[src/rtl/sample_fifo_pkg.sv]
// Shared constants, sample type and FSM encoding for the DCTC sample responder.
package sample_fifo_pkg;

  localparam int unsigned DATA_W    = 32'd18;
  localparam int unsigned ADDR_W    = 32'd8;
  localparam int unsigned FRAME_LEN = 32'd26;
  localparam int unsigned RAM_AW    = $clog2(FRAME_LEN);

  localparam logic [ADDR_W-1:0] LAST_PTR  = ADDR_W'(FRAME_LEN - 32'd1);
  localparam logic [ADDR_W-1:0] FRAME_END = ADDR_W'(FRAME_LEN);

  typedef logic [DATA_W-1:0] sample_t;

  typedef enum logic [1:0] {
    IDLE  = 2'd0,
    FILL  = 2'd1,
    ARM   = 2'd2,
    SERVE = 2'd3
  } fifo_state_t;

  function automatic logic addr_in_frame(input logic [ADDR_W-1:0] addr);
    return (addr < FRAME_END);
  endfunction

endpackage

[src/rtl/sample_fifo_resp_if.sv]
// Write, read and consumer-handshake bundle between the responder and its neighbours.
interface sample_fifo_resp_if;
  import sample_fifo_pkg::*;

  logic                  wr_valid;
  sample_t               wr_data;
  logic                  wr_ready;
  logic [ADDR_W-1:0]     fifo_addr;
  logic                  fifo_read;
  sample_t               fifo_sample;
  logic                  fifo_sample_valid;
  logic                  rd_err;
  logic                  consumer_start;
  logic                  consumer_done;

  modport master (
    output wr_valid, wr_data, fifo_addr, fifo_read, consumer_done,
    input  wr_ready, fifo_sample, fifo_sample_valid, rd_err, consumer_start
  );

  modport slave (
    input  wr_valid, wr_data, fifo_addr, fifo_read, consumer_done,
    output wr_ready, fifo_sample, fifo_sample_valid, rd_err, consumer_start
  );

endinterface

[src/rtl/sample_ram.sv]
// One-frame sample store: one write port, one synchronous read port with a registered
// output that can also be forced to zero for rejected reads.
module sample_ram
  import sample_fifo_pkg::*;
(
  input  logic              clk,
  input  logic              reset,
  input  logic              wr_en,
  input  logic [RAM_AW-1:0] wr_addr,
  input  sample_t           wr_data,
  input  logic              rd_en,
  input  logic              rd_clr,
  input  logic [RAM_AW-1:0] rd_addr,
  output sample_t           rd_data
);

  sample_t mem_r [FRAME_LEN];
  sample_t rd_data_r;

  // storage array is left unreset; every read is qualified by the FSM
  always_ff @(posedge clk) begin
    if (wr_en) begin
      mem_r[wr_addr] <= wr_data;
    end
  end

  // output register holds between reads
  always_ff @(posedge clk) begin
    if (reset) begin
      rd_data_r <= {DATA_W{1'b0}};
    end else if (rd_en) begin
      rd_data_r <= mem_r[rd_addr];
    end else if (rd_clr) begin
      rd_data_r <= {DATA_W{1'b0}};
    end else begin
      rd_data_r <= rd_data_r;
    end
  end

  assign rd_data = rd_data_r;

endmodule

[src/rtl/sample_fifo_resp.sv]
// DCTC sample-read responder: captures a frame, starts the consumer, serves addressed reads.
// Optional drop counter enabled by defining SAMPLE_FIFO_DROP_CNT_EN.
module sample_fifo_resp
  import sample_fifo_pkg::*;
(
  input  logic              clk,
  input  logic              reset,
  input  logic              cfg_enable,
  sample_fifo_resp_if.slave bus,
  output logic              frame_ready,
  output logic [7:0]        frame_cnt,
  output logic [7:0]        drop_cnt
);

  fifo_state_t       state_r;
  fifo_state_t       next_state_s;
  logic [ADDR_W-1:0] wr_ptr_r;
  logic              done_q_r;
  logic              done_rise_s;
  logic              last_wr_s;
  logic              wr_ready_s;
  logic              wr_en_s;
  logic              rd_ok_s;
  logic              rd_bad_s;
  logic              fifo_sample_valid_r;
  logic              rd_err_r;
  logic              consumer_start_r;
  logic              frame_ready_r;
  logic [7:0]        frame_cnt_r;
  sample_t           fifo_sample_s;

  assign done_rise_s = bus.consumer_done & ~done_q_r;
  assign wr_en_s     = bus.wr_valid & wr_ready_s;
  assign last_wr_s   = wr_en_s & (wr_ptr_r == LAST_PTR);

  // state register
  always_ff @(posedge clk) begin
    if (reset) begin
      state_r <= IDLE;
    end else begin
      state_r <= next_state_s;
    end
  end

  // next-state; dropping cfg_enable mid-fill abandons the partial frame
  always_comb begin
    next_state_s = state_r;
    case (state_r)
      IDLE: begin
        if (cfg_enable) next_state_s = FILL;
        else            next_state_s = IDLE;
      end
      FILL: begin
        if (!cfg_enable)    next_state_s = IDLE;
        else if (last_wr_s) next_state_s = ARM;
        else                next_state_s = FILL;
      end
      ARM: begin
        next_state_s = SERVE;
      end
      SERVE: begin
        if (done_rise_s) begin
          if (cfg_enable) next_state_s = FILL;
          else            next_state_s = IDLE;
        end else begin
          next_state_s = SERVE;
        end
      end
      default: begin
        next_state_s = IDLE;
      end
    endcase
  end

  // output decode: write acceptance and read classification
  always_comb begin
    wr_ready_s = 1'b0;
    rd_ok_s    = 1'b0;
    rd_bad_s   = 1'b0;
    case (state_r)
      FILL:    wr_ready_s = 1'b1;
      default: wr_ready_s = 1'b0;
    endcase
    if (bus.fifo_read) begin
      if ((state_r == SERVE) && addr_in_frame(bus.fifo_addr)) begin
        rd_ok_s = 1'b1;
      end else begin
        rd_bad_s = 1'b1;
      end
    end else begin
      rd_ok_s  = 1'b0;
      rd_bad_s = 1'b0;
    end
  end

  // write pointer and consumer_done history
  always_ff @(posedge clk) begin
    if (reset) begin
      wr_ptr_r <= {ADDR_W{1'b0}};
      done_q_r <= 1'b0;
    end else begin
      done_q_r <= bus.consumer_done;
      case (state_r)
        FILL: begin
          if (!cfg_enable)  wr_ptr_r <= {ADDR_W{1'b0}};
          else if (wr_en_s) wr_ptr_r <= wr_ptr_r + {{(ADDR_W-1){1'b0}}, 1'b1};
          else              wr_ptr_r <= wr_ptr_r;
        end
        SERVE: begin
          if (done_rise_s) wr_ptr_r <= {ADDR_W{1'b0}};
          else             wr_ptr_r <= wr_ptr_r;
        end
        default: begin
          wr_ptr_r <= wr_ptr_r;
        end
      endcase
    end
  end

  // registered handshake and status outputs; start is high for the single ARM cycle
  always_ff @(posedge clk) begin
    if (reset) begin
      fifo_sample_valid_r <= 1'b0;
      rd_err_r            <= 1'b0;
      consumer_start_r    <= 1'b0;
      frame_ready_r       <= 1'b0;
      frame_cnt_r         <= 8'd0;
    end else begin
      fifo_sample_valid_r <= rd_ok_s;
      rd_err_r            <= rd_bad_s;
      consumer_start_r    <= (next_state_s == ARM);
      if (state_r == ARM) begin
        frame_ready_r <= 1'b1;
        frame_cnt_r   <= frame_cnt_r + 8'd1;
      end else if ((state_r == SERVE) && done_rise_s) begin
        frame_ready_r <= 1'b0;
        frame_cnt_r   <= frame_cnt_r;
      end else begin
        frame_ready_r <= frame_ready_r;
        frame_cnt_r   <= frame_cnt_r;
      end
    end
  end

  sample_ram u_ram (
    .clk     (clk),
    .reset   (reset),
    .wr_en   (wr_en_s),
    .wr_addr (wr_ptr_r[RAM_AW-1:0]),
    .wr_data (bus.wr_data),
    .rd_en   (rd_ok_s),
    .rd_clr  (rd_bad_s),
    .rd_addr (bus.fifo_addr[RAM_AW-1:0]),
    .rd_data (fifo_sample_s)
  );

`ifdef SAMPLE_FIFO_DROP_CNT_EN
  logic [7:0] drop_cnt_r;

  // saturating count of writes offered while the buffer is closed
  always_ff @(posedge clk) begin
    if (reset) begin
      drop_cnt_r <= 8'd0;
    end else if (cfg_enable && bus.wr_valid && !wr_ready_s && (drop_cnt_r != 8'd255)) begin
      drop_cnt_r <= drop_cnt_r + 8'd1;
    end else begin
      drop_cnt_r <= drop_cnt_r;
    end
  end

  assign drop_cnt = drop_cnt_r;
`else
  assign drop_cnt = 8'd0;
`endif

  assign bus.wr_ready          = wr_ready_s;
  assign bus.fifo_sample       = fifo_sample_s;
  assign bus.fifo_sample_valid = fifo_sample_valid_r;
  assign bus.rd_err            = rd_err_r;
  assign bus.consumer_start    = consumer_start_r;
  assign frame_ready           = frame_ready_r;
  assign frame_cnt             = frame_cnt_r;

endmodule

[src/flat_wrapper.sv]
// flat-port wrapper written by rule: the top's interface ports become plain ports
module sample_fifo_resp_flat import sample_fifo_pkg::*;
  (clk, reset, cfg_enable, frame_ready, frame_cnt, drop_cnt, bus_wr_valid, bus_wr_data, bus_fifo_addr, bus_fifo_read, bus_consumer_done, bus_wr_ready, bus_fifo_sample, bus_fifo_sample_valid, bus_rd_err, bus_consumer_start);
  sample_fifo_resp_if bus_i ();
  input  logic clk;
  input  logic reset;
  input  logic cfg_enable;
  output logic frame_ready;
  output logic [7:0] frame_cnt;
  output logic [7:0] drop_cnt;
  input wire logic [$bits(bus_i.wr_valid)-1:0] bus_wr_valid;
  input wire logic [$bits(bus_i.wr_data)-1:0] bus_wr_data;
  input wire logic [$bits(bus_i.fifo_addr)-1:0] bus_fifo_addr;
  input wire logic [$bits(bus_i.fifo_read)-1:0] bus_fifo_read;
  input wire logic [$bits(bus_i.consumer_done)-1:0] bus_consumer_done;
  output wire logic [$bits(bus_i.wr_ready)-1:0] bus_wr_ready;
  output wire logic [$bits(bus_i.fifo_sample)-1:0] bus_fifo_sample;
  output wire logic [$bits(bus_i.fifo_sample_valid)-1:0] bus_fifo_sample_valid;
  output wire logic [$bits(bus_i.rd_err)-1:0] bus_rd_err;
  output wire logic [$bits(bus_i.consumer_start)-1:0] bus_consumer_start;
  assign bus_i.wr_valid = bus_wr_valid;
  assign bus_i.wr_data = bus_wr_data;
  assign bus_i.fifo_addr = bus_fifo_addr;
  assign bus_i.fifo_read = bus_fifo_read;
  assign bus_i.consumer_done = bus_consumer_done;
  assign bus_wr_ready = bus_i.wr_ready;
  assign bus_fifo_sample = bus_i.fifo_sample;
  assign bus_fifo_sample_valid = bus_i.fifo_sample_valid;
  assign bus_rd_err = bus_i.rd_err;
  assign bus_consumer_start = bus_i.consumer_start;
  sample_fifo_resp u_core (.clk(clk), .reset(reset), .cfg_enable(cfg_enable), .bus(bus_i), .frame_ready(frame_ready), .frame_cnt(frame_cnt), .drop_cnt(drop_cnt));
endmodule
[config.mk]
export PLATFORM = sky130hd
export DESIGN_NAME = sample_fifo_resp_flat
export DESIGN_NICKNAME = d
export VERILOG_FILES = /design/src/rtl/sample_fifo_pkg.sv /design/src/rtl/sample_fifo_resp_if.sv /design/src/rtl/sample_ram.sv /design/src/rtl/sample_fifo_resp.sv /design/src/flat_wrapper.sv
export SDC_FILE = /design/constraint.sdc
export NUM_CORES = 1
export LEC_CHECK = 0
export CAP_MARGIN = 20
export CORE_AREA = 8 8 209 211
export DETAILED_ROUTE_END_ITERATION = 8
export DIE_AREA = 0 0 217 219
export PLACE_DENSITY = 0.67
export SETUP_SLACK_MARGIN = 0.15
export SLEW_MARGIN = 25
export SYNTH_ARGS = -nofsm -noshare
export SYNTH_HDL_FRONTEND = slang
export SYNTH_SLANG_ARGS = --single-unit
[constraint.sdc]
create_clock -name clk -period 2.9 [get_ports clk]
set_input_delay 0.58 -clock clk [delete_from_list [all_inputs] [get_ports clk]]
set_output_delay 0.58 -clock clk [all_outputs]
set_load 0.1 [all_outputs]
==> out/metrics.cfg <==
[detailed_routing]
drt-total-wl_um=46000
drtPass1Iterations=5
vias_per_cell=5.82
drcViolationCount=0
via_count=10500
drt_iter0_markers=908
routedWlPerCell_um=25.4
detail-route-antenna-nets=0

[worst_setup_path]
rr_startpoint=u_core.wr_ptr_r[2]
r2r_end=u_core.u_ram.mem_r[5][9]
critPathTopFamily=flip-flops
slowest_stage=dfxtp_1
crit_fanout=5
worst-path-buf-inv=2
cp.arrival_ps=1530
cp-end-kind=primary output
crit_chain=inv_1, nor2_1, buf_4
reg2reg_slack_ps=820
reg2regPathDepth=3
crit_type=flop to primary output
crit_path_max_incr_delay_ps=410
worst_ep_required_time_ps=2320
start_kind=flop

[final_layout]
fin_util_pct=57.6
final_nets=1272
synthToLayoutAreaGrowth_pct=16.8
final.fill_count=3049
antenna_cells=0
final_area_um2=23200
drive_above_1_share_pct=24.0

[sta]
tightest_slew_ps=886
fin_crit_ps=2110
setup_viol=0
rsz0062_at_grt=no
slew_violations=0
finClkSkew_ps=16.8
fin_tns_setup_ps=0
final_hold_viol_count=0
slew_headroom_pct=40.8
max_clock_freq_mhz=475
final.period_utilization_pct=72.6

[hold_path]
whs_path_depth=2
hold_end=u_core.u_ram.rd_data[13]
hold_start=u_core.u_ram.rd_data[13]
hold_class=flop to flop

[die]
die-area_um2=47500
num_rows=74
top_level_ports=71
start_util_pct=49.3
core_region_area_um2=40400
die_h_um=219
die_w_um=217

[clocking]
cts.sinks=509
cts-root-buf=clkbuf_16
hold_buffers=0
cts_tree=done
cts.clk_slew.worst_paths_ps=60
worst_skew_pair.late_latency_ps=600
cts_buffer_depth=3
htree_levels=2
postCtsSetupRepairBufs=0
cts_buffers=52
cts_resized=0

[place]
port_buffers=62
hpwl_um=28900
place_area_um2=21500
gp_congestion=0.852

[global_route]
gr-total-overflow=0
grt_use_total_pct=19.1
antenna_found_initial=0
grt_pass1_vias=10600
grt_start_max_net_pins=34
grt_pass1_wl_um=67500

[yosys]
synthDistinctLibCells=56
syn_inst=1091
yosysSeqAreaShare_pct=74.7
yosysWarnings=0
synth-seq-cells=509
syn_area_um2=19900
syn_avg_cell_area_um2=18.3
synthFlopType=edfxtp_1
synth_edf_count=468
postSynth.asyncResetShare_pct=0

[pwr]
powerDensity_nw_per_um2=660
ir_drop_v=0.000481
p_leak_nw=7.86
p_total_mw=15.4

[run_status]
outcome=finished clean

[job]
cap_violations=0

-- cell usage after synthesis, types with 5 or more instances --
cell type / instances / area [um^2]
a22oi_1: 7 / 52.6
o221ai_1: 13 / 114
clkbuf_1: 25 / 93.8
mux4_2: 50 / 1130
a221oi_1: 9 / 78.8
dfxtp_1: 41 / 821
o221a_2: 5 / 56.3
nor2b_1: 6 / 37.5
o31ai_1: 8 / 60.1
a32oi_1: 5 / 43.8
o21ai_1: 9 / 45.0
nor2_1: 77 / 289
mux2i_1: 122 / 1220
buf_4: 10 / 75.1
nor3_1: 18 / 90.1
mux2_2: 20 / 225
buf_6: 11 / 124
nand2_1: 31 / 116
xor2_1: 11 / 96.3
a21oi_1: 11 / 55.1
o21ai_0: 12 / 60.1
o22ai_1: 40 / 250
ha_1: 5 / 62.6
buf_2: 9 / 45.0
edfxtp_1: 468 / 14100
nand2b_1: 5 / 31.3
-- worst max-delay path by stage --
stage / start / end / slack, ps / cells after the start
floorplan: bus_wr_valid / u_core.u_ram.mem_r[24][0] / 220 / 3
finish: u_core.state_r[0] / bus_wr_ready / 790 / 3
global route: u_core.state_r[0] / bus_wr_ready / 730 / 3
global placement: bus_fifo_addr[2] / u_core.u_ram.rd_data[11] / 280 / 6
detailed placement: bus_fifo_addr[2] / u_core.u_ram.rd_data[11] / 270 / 6
CTS: u_core.state_r[0] / bus_wr_ready / 770 / 3
-- tightest hold or removal path, delay by kind of cell, from the launching register on --
| kind | cells | cell delay (ps) |
|---|---|---|
| AND/OR/NAND/NOR | 1 | 60 |
| AO/OA/AOI/OAI | 1 | 50 |
| flip-flops | 1 | 320 |
-- state kept, by name, indices dropped and copies added, names as in the netlist --
register and flops:
u_core.wr_ptr_r 8, u_core.bus.consumer_start 1, u_core.bus.fifo_sample_valid 1, u_core.state_r 2, u_core.u_ram.mem_r 468, u_core.frame_ready 1
u_core.done_q_r 1, u_core.frame_cnt 8, u_core.u_ram.rd_data 18, u_core.bus.rd_err 1
-- layout by cell type (no fill, tap or decap), drive strengths merged, types with 8 or more instances in the layout --
| cell | instances |
|---|---|
| mux2i | 122 |
| nor2 | 77 |
| o22ai | 40 |
| o21ai | 21 |
| nor3 | 19 |
| mux4 | 53 |
| mux2 | 20 |
| o221ai | 13 |
| buf | 119 |
| dfxtp | 41 |
| o31ai | 8 |
| a21oi | 11 |
| clkdlybuf4s50 | 29 |
| edfxtp | 468 |
| clkbuf | 87 |
| xor2 | 11 |
| a221oi | 9 |
| conb | 8 |
| nand2 | 32 |
-- power by group --
part	total, mW	switching, mW	internal (mW)
clock network	6.62	2.68	3.94
logic	0.706	0.440	0.267
registers	8.03	0.00583	8.02
total	15.4	3.12	12.2
-- layout make-up --
class	count	area (um^2)	share of cell area, %
Inverter	4	15.0	0.0646
Sequential cell	509	14900	64.0
Timing Repair Buffer	148	1330	5.70
Tap cell	532	666	2.86
Multi-Input combinational cell	520	4640	20.0
Clock inverter	10	119	0.511
Clock buffer	87	1610	6.90
-- routing by layer --
metal	routed length (um)	vias up	global-route usage [%]
met5	0	-	0
met4	1520	0	7.78
met3	2660	94	3.26
met2	22100	342	30.9
met1	19800	5457	25.7
li1	-	4645	-
-- cells by family (layout without fill, tap and decap cells) --
logic type / count (synthesis) / in the layout / synth area share (%)
AO/OA/AOI/OAI: 125 / 125 / 4.37
buffers and inverters: 69 / 249 / 2.46
flip-flops: 509 / 509 / 74.7
multiplexers: 195 / 195 / 13.3
AND/OR/NAND/NOR: 173 / 173 / 4.22
adder cells (fa/ha/maj): 5 / 5 / 0.314
XOR/XNOR: 14 / 14 / 0.616
other: 1 / 8 / 0.0188
-- through the flow --
step / hold slack, ps / cells / setup slack [ps]
floorplan: 481 / 1098 / 224
detailed placement: 469 / 1713 / 270
CTS: 477 / 1810 / 769
finish: 478 / 1810 / 794
global placement: 467 / 1713 / 281
global route: 502 / 1810 / 726
(Power assumes the default switching activity.)
